**src/rtl/irq_pkg.sv**
```systemverilog
// Shared constants for the vectored interrupt controller: cause base,
// source-count ceiling and the default edge/level split.
package irq_pkg;

    localparam logic [31:0] IRQ_CAUSE_BASE    = 32'h8000_0010;
    localparam int          MAX_IRQ           = 32;
    localparam logic [31:0] DEFAULT_EDGE_MASK = 32'h0000_FFFF;

endpackage

```
**src/rtl/irq_prio_enc.sv**
```systemverilog
// Fixed-priority encoder: lowest set bit of the eligible vector wins.
// Purely combinational; reports a valid flag, the binary index and a one-hot.
module irq_prio_enc #(
    parameter int N  = 16,
    parameter int IW = (N > 1) ? $clog2(N) : 1
) (
    input  logic [N-1:0]  eligible,
    output logic          valid,
    output logic [IW-1:0] index,
    output logic [N-1:0]  onehot
);

    always_comb begin
        valid = |eligible;
        index = '0;
        // Scan downwards so the lowest set bit is the last one written.
        for (int i = N - 1; i >= 0; i--) begin
            if (eligible[i]) begin
                index = IW'(i);
            end
        end
    end

    // Two's-complement trick isolates the lowest set bit.
    assign onehot = eligible & (~eligible + {{(N-1){1'b0}}, 1'b1});

endmodule

```
**src/rtl/irq_controller_vec.sv**
```systemverilog
// Multi-source interrupt controller: per-source edge/level capture, fixed
// priority selection, vectored mcause and exception-over-interrupt tracking.
module irq_controller_vec
    import irq_pkg::*;
#(
    parameter int          N_IRQ      = 16,
    parameter logic [31:0] EDGE_MASK  = DEFAULT_EDGE_MASK,
    parameter logic [31:0] CAUSE_BASE = IRQ_CAUSE_BASE
) (
    input  logic             clk_i,
    input  logic             rst_i,
    input  logic             exception_i,
    input  logic [N_IRQ-1:0] irq_req_i,
    input  logic [N_IRQ-1:0] irq_en_i,
    input  logic             mie_i,
    input  logic             mret_i,
    output logic             irq_o,
    output logic [31:0]      irq_cause_o,
    output logic [N_IRQ-1:0] irq_ack_o,
    output logic             irq_ret_o,
    output logic [N_IRQ-1:0] pending_o
);

    localparam int               IW     = (N_IRQ > 1) ? $clog2(N_IRQ) : 1;
    localparam logic [N_IRQ-1:0] EDGE_M = EDGE_MASK[N_IRQ-1:0];

    logic             exc_h_reg, exc_h_next;
    logic             irq_h_reg, irq_h_next;
    logic [N_IRQ-1:0] req_q_reg;
    logic [N_IRQ-1:0] pend_q_reg, pend_q_next;
    logic [31:0]      cause_q_reg;

    logic [N_IRQ-1:0] pending;
    logic [N_IRQ-1:0] eligible;
    logic [N_IRQ-1:0] rise;
    logic             sel_valid;
    logic [IW-1:0]    sel_idx;
    logic [N_IRQ-1:0] sel_onehot;
    logic             busy;
    logic [31:0]      taken_cause;

    // Level sources bypass the latch; everything is forced quiet while in reset.
    assign pending   = rst_i ? ((pend_q_reg & EDGE_M) | (irq_req_i & ~EDGE_M)) : '0;
    assign pending_o = pending;
    assign eligible  = pending & irq_en_i;

    irq_prio_enc #(
        .N  (N_IRQ),
        .IW (IW)
    ) u_prio_enc (
        .eligible (eligible),
        .valid    (sel_valid),
        .index    (sel_idx),
        .onehot   (sel_onehot)
    );

    assign busy        = irq_h_reg | exc_h_reg | exception_i;
    assign irq_o       = mie_i & sel_valid & ~busy;
    assign irq_ack_o   = irq_o ? sel_onehot : '0;
    assign taken_cause = CAUSE_BASE + 32'(sel_idx);
    assign irq_cause_o = irq_o ? taken_cause : cause_q_reg;

    // An mret belongs to the exception handler while one is active or starting.
    assign irq_ret_o   = rst_i & mret_i & ~(exception_i | exc_h_reg);

    assign rise        = irq_req_i & ~req_q_reg;
    assign pend_q_next = EDGE_M & (rise | (pend_q_reg & ~irq_ack_o));
    assign exc_h_next  = (exception_i | exc_h_reg) & ~mret_i;
    assign irq_h_next  = (irq_o | irq_h_reg) & ~irq_ret_o;

    always_ff @(posedge clk_i or negedge rst_i) begin
        if (!rst_i) begin
            exc_h_reg   <= 1'b0;
            irq_h_reg   <= 1'b0;
            req_q_reg   <= '0;
            pend_q_reg  <= '0;
            cause_q_reg <= CAUSE_BASE;
        end else begin
            exc_h_reg  <= exc_h_next;
            irq_h_reg  <= irq_h_next;
            req_q_reg  <= irq_req_i;
            pend_q_reg <= pend_q_next;
            if (irq_o) begin
                cause_q_reg <= taken_cause;
            end
        end
    end

endmodule
```
**config.mk**
```make
export PLATFORM = sky130hd
export DESIGN_NAME = irq_controller_vec
export DESIGN_NICKNAME = d
export VERILOG_FILES = /design/src/rtl/irq_pkg.sv /design/src/rtl/irq_prio_enc.sv /design/src/rtl/irq_controller_vec.sv
export SDC_FILE = /design/constraint.sdc
export NUM_CORES = 1
export LEC_CHECK = 0
export BUFFER_PORTS_ARGS = -buffer_cell sky130_fd_sc_hd__buf_2
export CAP_MARGIN = 20
export CORE_MARGIN = 8
export CORE_UTILIZATION = 45
export DETAILED_ROUTE_END_ITERATION = 10
export GPL_ROUTABILITY_DRIVEN = 0
export GPL_TIMING_DRIVEN = 0
export PLACE_DENSITY = 0.74
export SYNTH_ARGS = -nofsm -noshare
export SYNTH_HDL_FRONTEND = slang
export SYNTH_SLANG_ARGS = --single-unit
```
**constraint.sdc**
```tcl
create_clock -name clk_i -period 4.8 [get_ports clk_i]
set_clock_uncertainty 0.2 [all_clocks]
set_input_delay 0 -clock clk_i [delete_from_list [all_inputs] [get_ports clk_i]]
set_output_delay 0 -clock clk_i [all_outputs]
set_load 0.005 [all_outputs]
```
==> flow_metrics.py, run 1 <==
metrics = {
    "placement": {
        "portBuffers": 102,
        "hpwl_microns": 5596,
        "place_inst": 449,
    },
    "sta": {
        "finalCritPeriodShare": 0.7978,
        "fmax_mhz": 261.1,
        "min_period_ps": 3829,
        "worstMarginPinSlew_ps": 887.7,
        "drv_slew": 0,
        "rsz0062_at_grt": "false",
        "relSlewSlack": 0.4028,
        "setup_viol": 0,
        "final_hold_viol_count": 0,
        "fin_tns_setup_ps": 0,
    },
    "finish": {
        "mostFrequentLayoutCell": "buf_2",
        "final_cell_mix": "buf_2 (104), dfrtp_1 (64), dlygate4sd3_1 (42)",
        "nFillCells": 508,
        "largest_reg_flops": 32,
        "syn_to_final_growth_pct": 44.58,
        "fin_nets": 462,
        "drive_above_1_share": 0.3116,
        "instances_no_fill": 507,
        "diodes": 0,
    },
    "routing": {
        "ant_nets": 0,
        "vias_per_cell": 5.012,
        "wl_microns": 7941,
        "drc": 0,
        "vias": 2541,
        "wl_per_cell_microns": 15.66,
        "firstDrtPassIters": 4,
        "drt_iter0_markers": 136,
    },
    "yosys": {
        "yosysTopAreaCell": "dfrtp_1",
        "synthCells": 270,
        "synth_edf_count": 0,
        "yosysTopAreaCellShare": 0.5684,
        "synthFlopType": "dfrtp_1",
        "syn_area_per_cell_sq_um": 10.44,
        "synth_area_leaders": "dfrtp_1 (57%), and2_1 (8.7%), a22o_1 (3.7%)",
        "synthArstFlopShare": 1.000,
        "ys_seq_area_frac": 0.5870,
        "ys_types": 40,
        "syn_nets": 307,
        "yosysWarnings": 0,
        "syn_area_sq_um": 2818,
        "synth-seq-cells": 66,
    },
    "pwr": {
        "p_leak_nw": 2.164,
        "peakVddDrop_mv": 0.2519,
        "total_power_w": 0.001300,
        "power_density_nw_per_um2": 319.1,
    },
    "floorplanning": {
        "placementRows": 29,
        "ios": 103,
        "coreArea_sq_um": 6205,
        "die_w_microns": 95.13,
        "die_h_microns": 95.13,
        "die_area_sq_um": 9050,
        "start_util": 0.4541,
    },
    "worst_setup_path": {
        "crit_path_start": "rst_i",
        "crit_path_max_fanout": 69,
        "worstPathArrival_ps": 3850,
        "r2r-end": "pend_q_reg[9]",
        "reg2reg_depth": 6,
        "path_class": "input port to register",
        "cp-end-kind": "register",
        "reg2reg_from": "pend_q_reg[1]",
        "cp_data_required_time_ps": 4830,
        "r2r_slack_ps": 1930,
        "critPathLaunchType": "input port",
    },
    "min_path": {
        "min_to": "pend_q_reg[12]",
        "hold_class": "input port to register",
        "min_path_cells": 5,
        "min_from": "mie_i",
    },
    "cts": {
        "cts_root_buffer": "clkbuf_8",
        "clkLatencyLatePin_ps": 340,
        "htreeDepth": 3,
        "clockBufferDepth": 2,
        "clock_sinks": 66,
        "path_clk_slew_ps": 70,
        "cts_tree": "done",
        "numCtsBuffers": 9,
    },
    "status": {
        "outcome": "complete, no violations",
    },
    "global_routing": {
        "grt_first_pass_wirelength_microns": 12740,
        "grt_pass1_vias": 2677,
        "grt_max_degree": 70,
        "grt.total_usage": 0.1810,
        "grt-ovfl-total": 0,
        "antenna_found_initial": 0,
    },
    "job": {
        "maxCapViolCount": 0,
    },
}
[where the power goes]
part / switching, W / internal [W]
sequential: 0.0000122 / 0.000584
clock: 0.000227 / 0.000298
combinational: 0.0000975 / 0.0000824
[cells in the mapped netlist, types with 4 or more instances]
master,number
a21oi_1,4
inv_1,26
nand3_1,13
and2_1,39
a22o_1,12
dfrtp_1,64
nor2_1,17
o22ai_1,7
nand2_1,27
o21ai_0,14
[worst max path at each step]
stage                endpoint  slack (ps)  cells past startpoint
2_1_floorplan  pend_q_reg[15]        2740                      6
3_3_place_gp   irq_cause_o[0]        1520                      9
3_5_place_dp   irq_cause_o[0]        2010                      9
4_1_cts         pend_q_reg[7]         890                     10
5_1_grt         pend_q_reg[7]         590                     10
6_report        pend_q_reg[7]         970                     10
[repair_timing]
item	in CTS	in global routing
endpoints found under the hold margin	99	0
hold buffers	42	0
setup buffers	0	0
resized for setup	0	0
[routing by layer]
metal / wire length, microns / GRT usage / vias up
met5: 0 / 0 / -
met4: 153 / 0.07412 / 0
met3: 709 / 0.05669 / 14
met2: 3732 / 0.2923 / 102
met1: 3345 / 0.2200 / 1191
li1: - / - / 1234
[cell type report]
| cell class | instances | area [sq um] | area share |
|---|---|---|---|
| clock inverters | 7 | 102.6 | 0.02518 |
| inverters | 27 | 101.3 | 0.02488 |
| repair buffers | 144 | 933.4 | 0.2291 |
| well taps | 77 | 96.34 | 0.02365 |
| plain buffers | 9 | 43.79 | 0.01075 |
| multi-input cells | 168 | 1018 | 0.2500 |
| flip-flops and latches | 66 | 1654 | 0.4060 |
| clock buffers | 9 | 123.9 | 0.03041 |
[worst max-delay path, stage by stage]
cell,delay (ps)
dlygate4sd3_1,530
buf_4,650
buf_2,360
clkbuf_1,390
and2_1,210
nand3_1,110
dlygate4sd3_1,570
a211oi_1,330
dlygate4sd3_1,620
o22ai_1,70
[logic make-up after synthesis]
group | synth area share
flops | 0.5870
buf+inv | 0.05151
compound gates | 0.1430
simple gates | 0.2185
[metrics by stage]
step                setup slack, ps  utilization  hold slack [ps]  area (sq um)
global route                  590.2       0.6566            78.83          4074
CTS                           893.5       0.6566            47.66          4074
detailed placement             2015       0.5523           -76.02          3427
finish                        970.7       0.6566            59.24          4074
floorplan                      2741            -           -495.6          2818
global placement               1520       0.5519           -77.35          3425
No activity file was read; power rests on OpenSTA's default activity.
==> run 2: changes to the inputs <==
ABC_AREA = 1   (was unset)
CORE_UTILIZATION = 44   (was 45)
PLACE_DENSITY = 0.75   (was 0.74)
clock period = 3.45 ns   (was 4.8 ns; I/O delays follow)
==> run 2 against run 1 <==
  * Critical path depth grew 2
  * Die area grew 3.7%
  * Worst setup slack lost 550 ps
  * Synthesized area grew 2.1%
  * Design area grew 1.7%
  * Via count grew 0.43%
  * Cell count grew 13%
  * Sequential share of layout area shrank 0.66 points
  * Count of clock-buffer cells in the layout grew 1
  * Largest cell class unchanged
  * Highest routed layer unchanged
==> flow_metrics.py, run 2 <==
metrics = {
    "finish": {
        "diodes": 0,
        "instances_no_fill": 571,
        "fin_util": 0.6522,
        "nFillCells": 499,
        "largest_reg_flops": 32,
        "fin_nets": 526,
        "multi_input_area_sq_um": 830.8,
        "syn_to_final_growth_pct": 43.91,
        "drive_above_1_share": 0.3097,
        "mostFrequentLayoutCell": "buf_2",
        "seq_area_sq_um": 1654,
        "final_cell_mix": "buf_2 (103), inv_1 (80), dfrtp_1 (64)",
    },
    "cts": {
        "cts_tree": "done",
        "cts_setup_buffers": 0,
        "path_clk_slew_ps": 80,
        "cts_root_buffer": "clkbuf_8",
        "clockBufferDepth": 2,
        "clock_sinks": 66,
        "clkLatencyLatePin_ps": 330,
        "numCtsBuffers": 9,
        "htreeDepth": 3,
    },
    "yosys": {
        "ys_top_cells_by_count": "inv_1 (80), dfrtp_1 (64), nand2_1 (56), nor2_1 (40), nand3_1 (22)",
        "yosysWarnings": 0,
        "ys_types": 24,
        "synthFlopType": "dfrtp_1",
        "yosysTopAreaCell": "dfrtp_1",
        "synth_edf_count": 0,
        "syn_area_per_cell_sq_um": 8.565,
        "synth_area_leaders": "dfrtp_1 (56%), inv_1 (10%), nand2_1 (7.3%)",
        "ys_seq_area_frac": 0.5748,
        "syn_nets": 373,
        "yosysTopAreaCellShare": 0.5565,
        "synthCells": 336,
        "synth-seq-cells": 66,
        "synthArstFlopShare": 1.000,
        "syn_area_sq_um": 2878,
        "yosysMostFrequentCell": "inv_1",
    },
    "routing": {
        "vias_per_cell": 4.469,
        "wl_per_cell_microns": 13.02,
        "firstDrtPassIters": 4,
        "drt_iter0_markers": 50,
        "drc": 0,
        "vias": 2552,
        "wl_microns": 7434,
        "ant_nets": 0,
    },
    "sta": {
        "finalCritPeriodShare": 0.8792,
        "fmax_mhz": 329.7,
        "min_period_ps": 3033,
        "setup_slack_ps": 416.6,
        "fin_tns_setup_ps": 0,
        "setup_viol": 0,
        "relSlewSlack": 0.5916,
        "final_hold_viol_count": 0,
        "drv_slew": 0,
        "worstMarginPinSlew_ps": 612.6,
        "rsz0062_at_grt": "false",
    },
    "worst_setup_path": {
        "path_class": "input port to register",
        "worstPathArrival_ps": 3040,
        "r2r_slack_ps": 1030,
        "cpMostUsedCell": "buf_6",
        "cp-end-kind": "register",
        "max_stage_delay_ps": 600,
        "crit_path_max_fanout": 67,
        "reg2reg_depth": 11,
        "crit_path_cell_trace": "dlygate4sd3_1, buf_6, buf_6, buf_6, nand3_1, nand4_2, nor2_4, a21oi_4, nand3_1, dlygate4sd3_1, nand2_1, o21ai_0",
        "r2r-end": "pend_q_reg[9]",
        "critPathLaunchType": "input port",
        "reg2reg_from": "pend_q_reg[2]",
        "cp_data_required_time_ps": 3460,
        "cpMaxStageDelayCell": "dlygate4sd3_1",
    },
    "pwr": {
        "sequentialPowerShare": 0.434,
        "switching_power_w": 0.0004870,
        "p_leak_nw": 2.416,
        "combPwrFrac": 0.158,
        "power_frac_clock": 0.408,
        "peakVddDrop_mv": 0.3462,
        "p_int_w": 0.001467,
        "switching_share": 0.2493,
        "power_density_nw_per_um2": 471.7,
    },
    "global_routing": {
        "grt_first_pass_wirelength_microns": 12540,
        "grt_max_degree": 68,
        "grt_pass1_vias": 2714,
        "grt-ovfl-total": 0,
        "antenna_found_initial": 0,
        "grt.total_usage": 0.1609,
    },
    "placement": {
        "portBuffers": 102,
        "place_inst": 515,
        "hpwl_microns": 5278,
        "post-place-ws_ps": 870.7,
    },
    "floorplanning": {
        "die_h_microns": 96.87,
        "start_util": 0.4532,
        "ios": 103,
        "coreArea_sq_um": 6350,
        "die_w_microns": 96.87,
        "die_area_sq_um": 9384,
        "placementRows": 29,
    },
    "job": {
        "maxCapViolCount": 0,
    },
    "status": {
        "outcome": "complete, no violations",
    },
    "min_path": {
        "hold_class": "input port to asynchronous set/reset pin",
    },
}
[run 2: changes by cell type in the layout (fill, tap and decap cells not counted), sizes merged, moves of 13 or more]
| cell | previous run | this run |
|---|---|---|
| inv | 28 | 90 |
| and2 | 39 | 0 |
| nand2 | 27 | 65 |
| nor2 | 17 | 43 |
| a22o | 13 | 0 |
| nand3 | 13 | 26 |
[run 2: cell families (layout without fill, tap and decap cells)]
| logic type | after synthesis | in the layout | synth area share |
|---|---|---|---|
| compound gates | 30 | 30 | 0.05609 |
| buf+inv | 96 | 254 | 0.1365 |
| flops | 66 | 66 | 0.5748 |
| simple gates | 144 | 144 | 0.2326 |
[run 2: timing repair]
action / CTS / global route
hold buffers: 40 / 0
resized for setup: 0 / 1
hold endpoints to repair: 100 / 0
setup endpoints to repair: 0 / 1
[run 2: worst max-delay path by stage]
| stage | startpoint | to | depth (start not counted) |
|---|---|---|---|
| 2_1_floorplan | pend_q_reg[8] | cause_q_reg[2] | 12 |
| 3_3_place_gp | rst_i | irq_cause_o[1] | 11 |
| 3_5_place_dp | rst_i | irq_cause_o[1] | 11 |
| 4_1_cts | rst_i | pend_q_reg[1] | 12 |
| 5_1_grt | rst_i | pend_q_reg[1] | 12 |
| 6_report | rst_i | pend_q_reg[1] | 12 |
[run 2: critical path: cells and delay by family]
| family | cells | cell delay, ps |
|---|---|---|
| buffers and inverters | 5 | 2040 |
| AOI/OAI and AO/OA | 2 | 280 |
| and+or+nand+nor | 5 | 660 |
[run 2: cell type report]
type | count | share of cell area
clock buffer | 10 | 0.03323
clock inverter | 6 | 0.02719
multi-input combinational | 174 | 0.2006
tap | 77 | 0.02326
sequential | 66 | 0.3994
timing repair buffer | 142 | 0.2215
buffer | 7 | 0.01420
inverter | 89 | 0.08066
[run 2: metrics by stage]
step	hold WS (ps)	cell area (sq um)	power (W)
2_1_floorplan	-495.6	2878	0.001009
3_3_place_gp	-76.85	3485	0.001131
3_5_place_dp	-75.28	3487	0.001137
4_1_cts	47.98	4138	0.001973
5_1_grt	74.82	4141	0.002054
6_report	10.65	4141	0.001954
[run 2: power groups by stage]
| stage | Combinational [W] | Clock, W | Sequential, W |
|---|---|---|---|
| after floorplan | 0.000151 | 0 | 0.000858 |
| after global placement | 0.000270 | 0 | 0.000860 |
| after detailed placement | 0.000275 | 0 | 0.000862 |
| after CTS | 0.000310 | 0.000815 | 0.000848 |
| after global routing | 0.000351 | 0.000850 | 0.000853 |
| final | 0.000309 | 0.000797 | 0.000847 |
[run 2: metal layers]
metal	track usage	vias up	wire length, microns
li1	-	1296	-
met1	0.1911	1157	3272
met2	0.2594	91	3493
met3	0.05832	8	592
met4	0.06154	0	75
met5	0	-	0
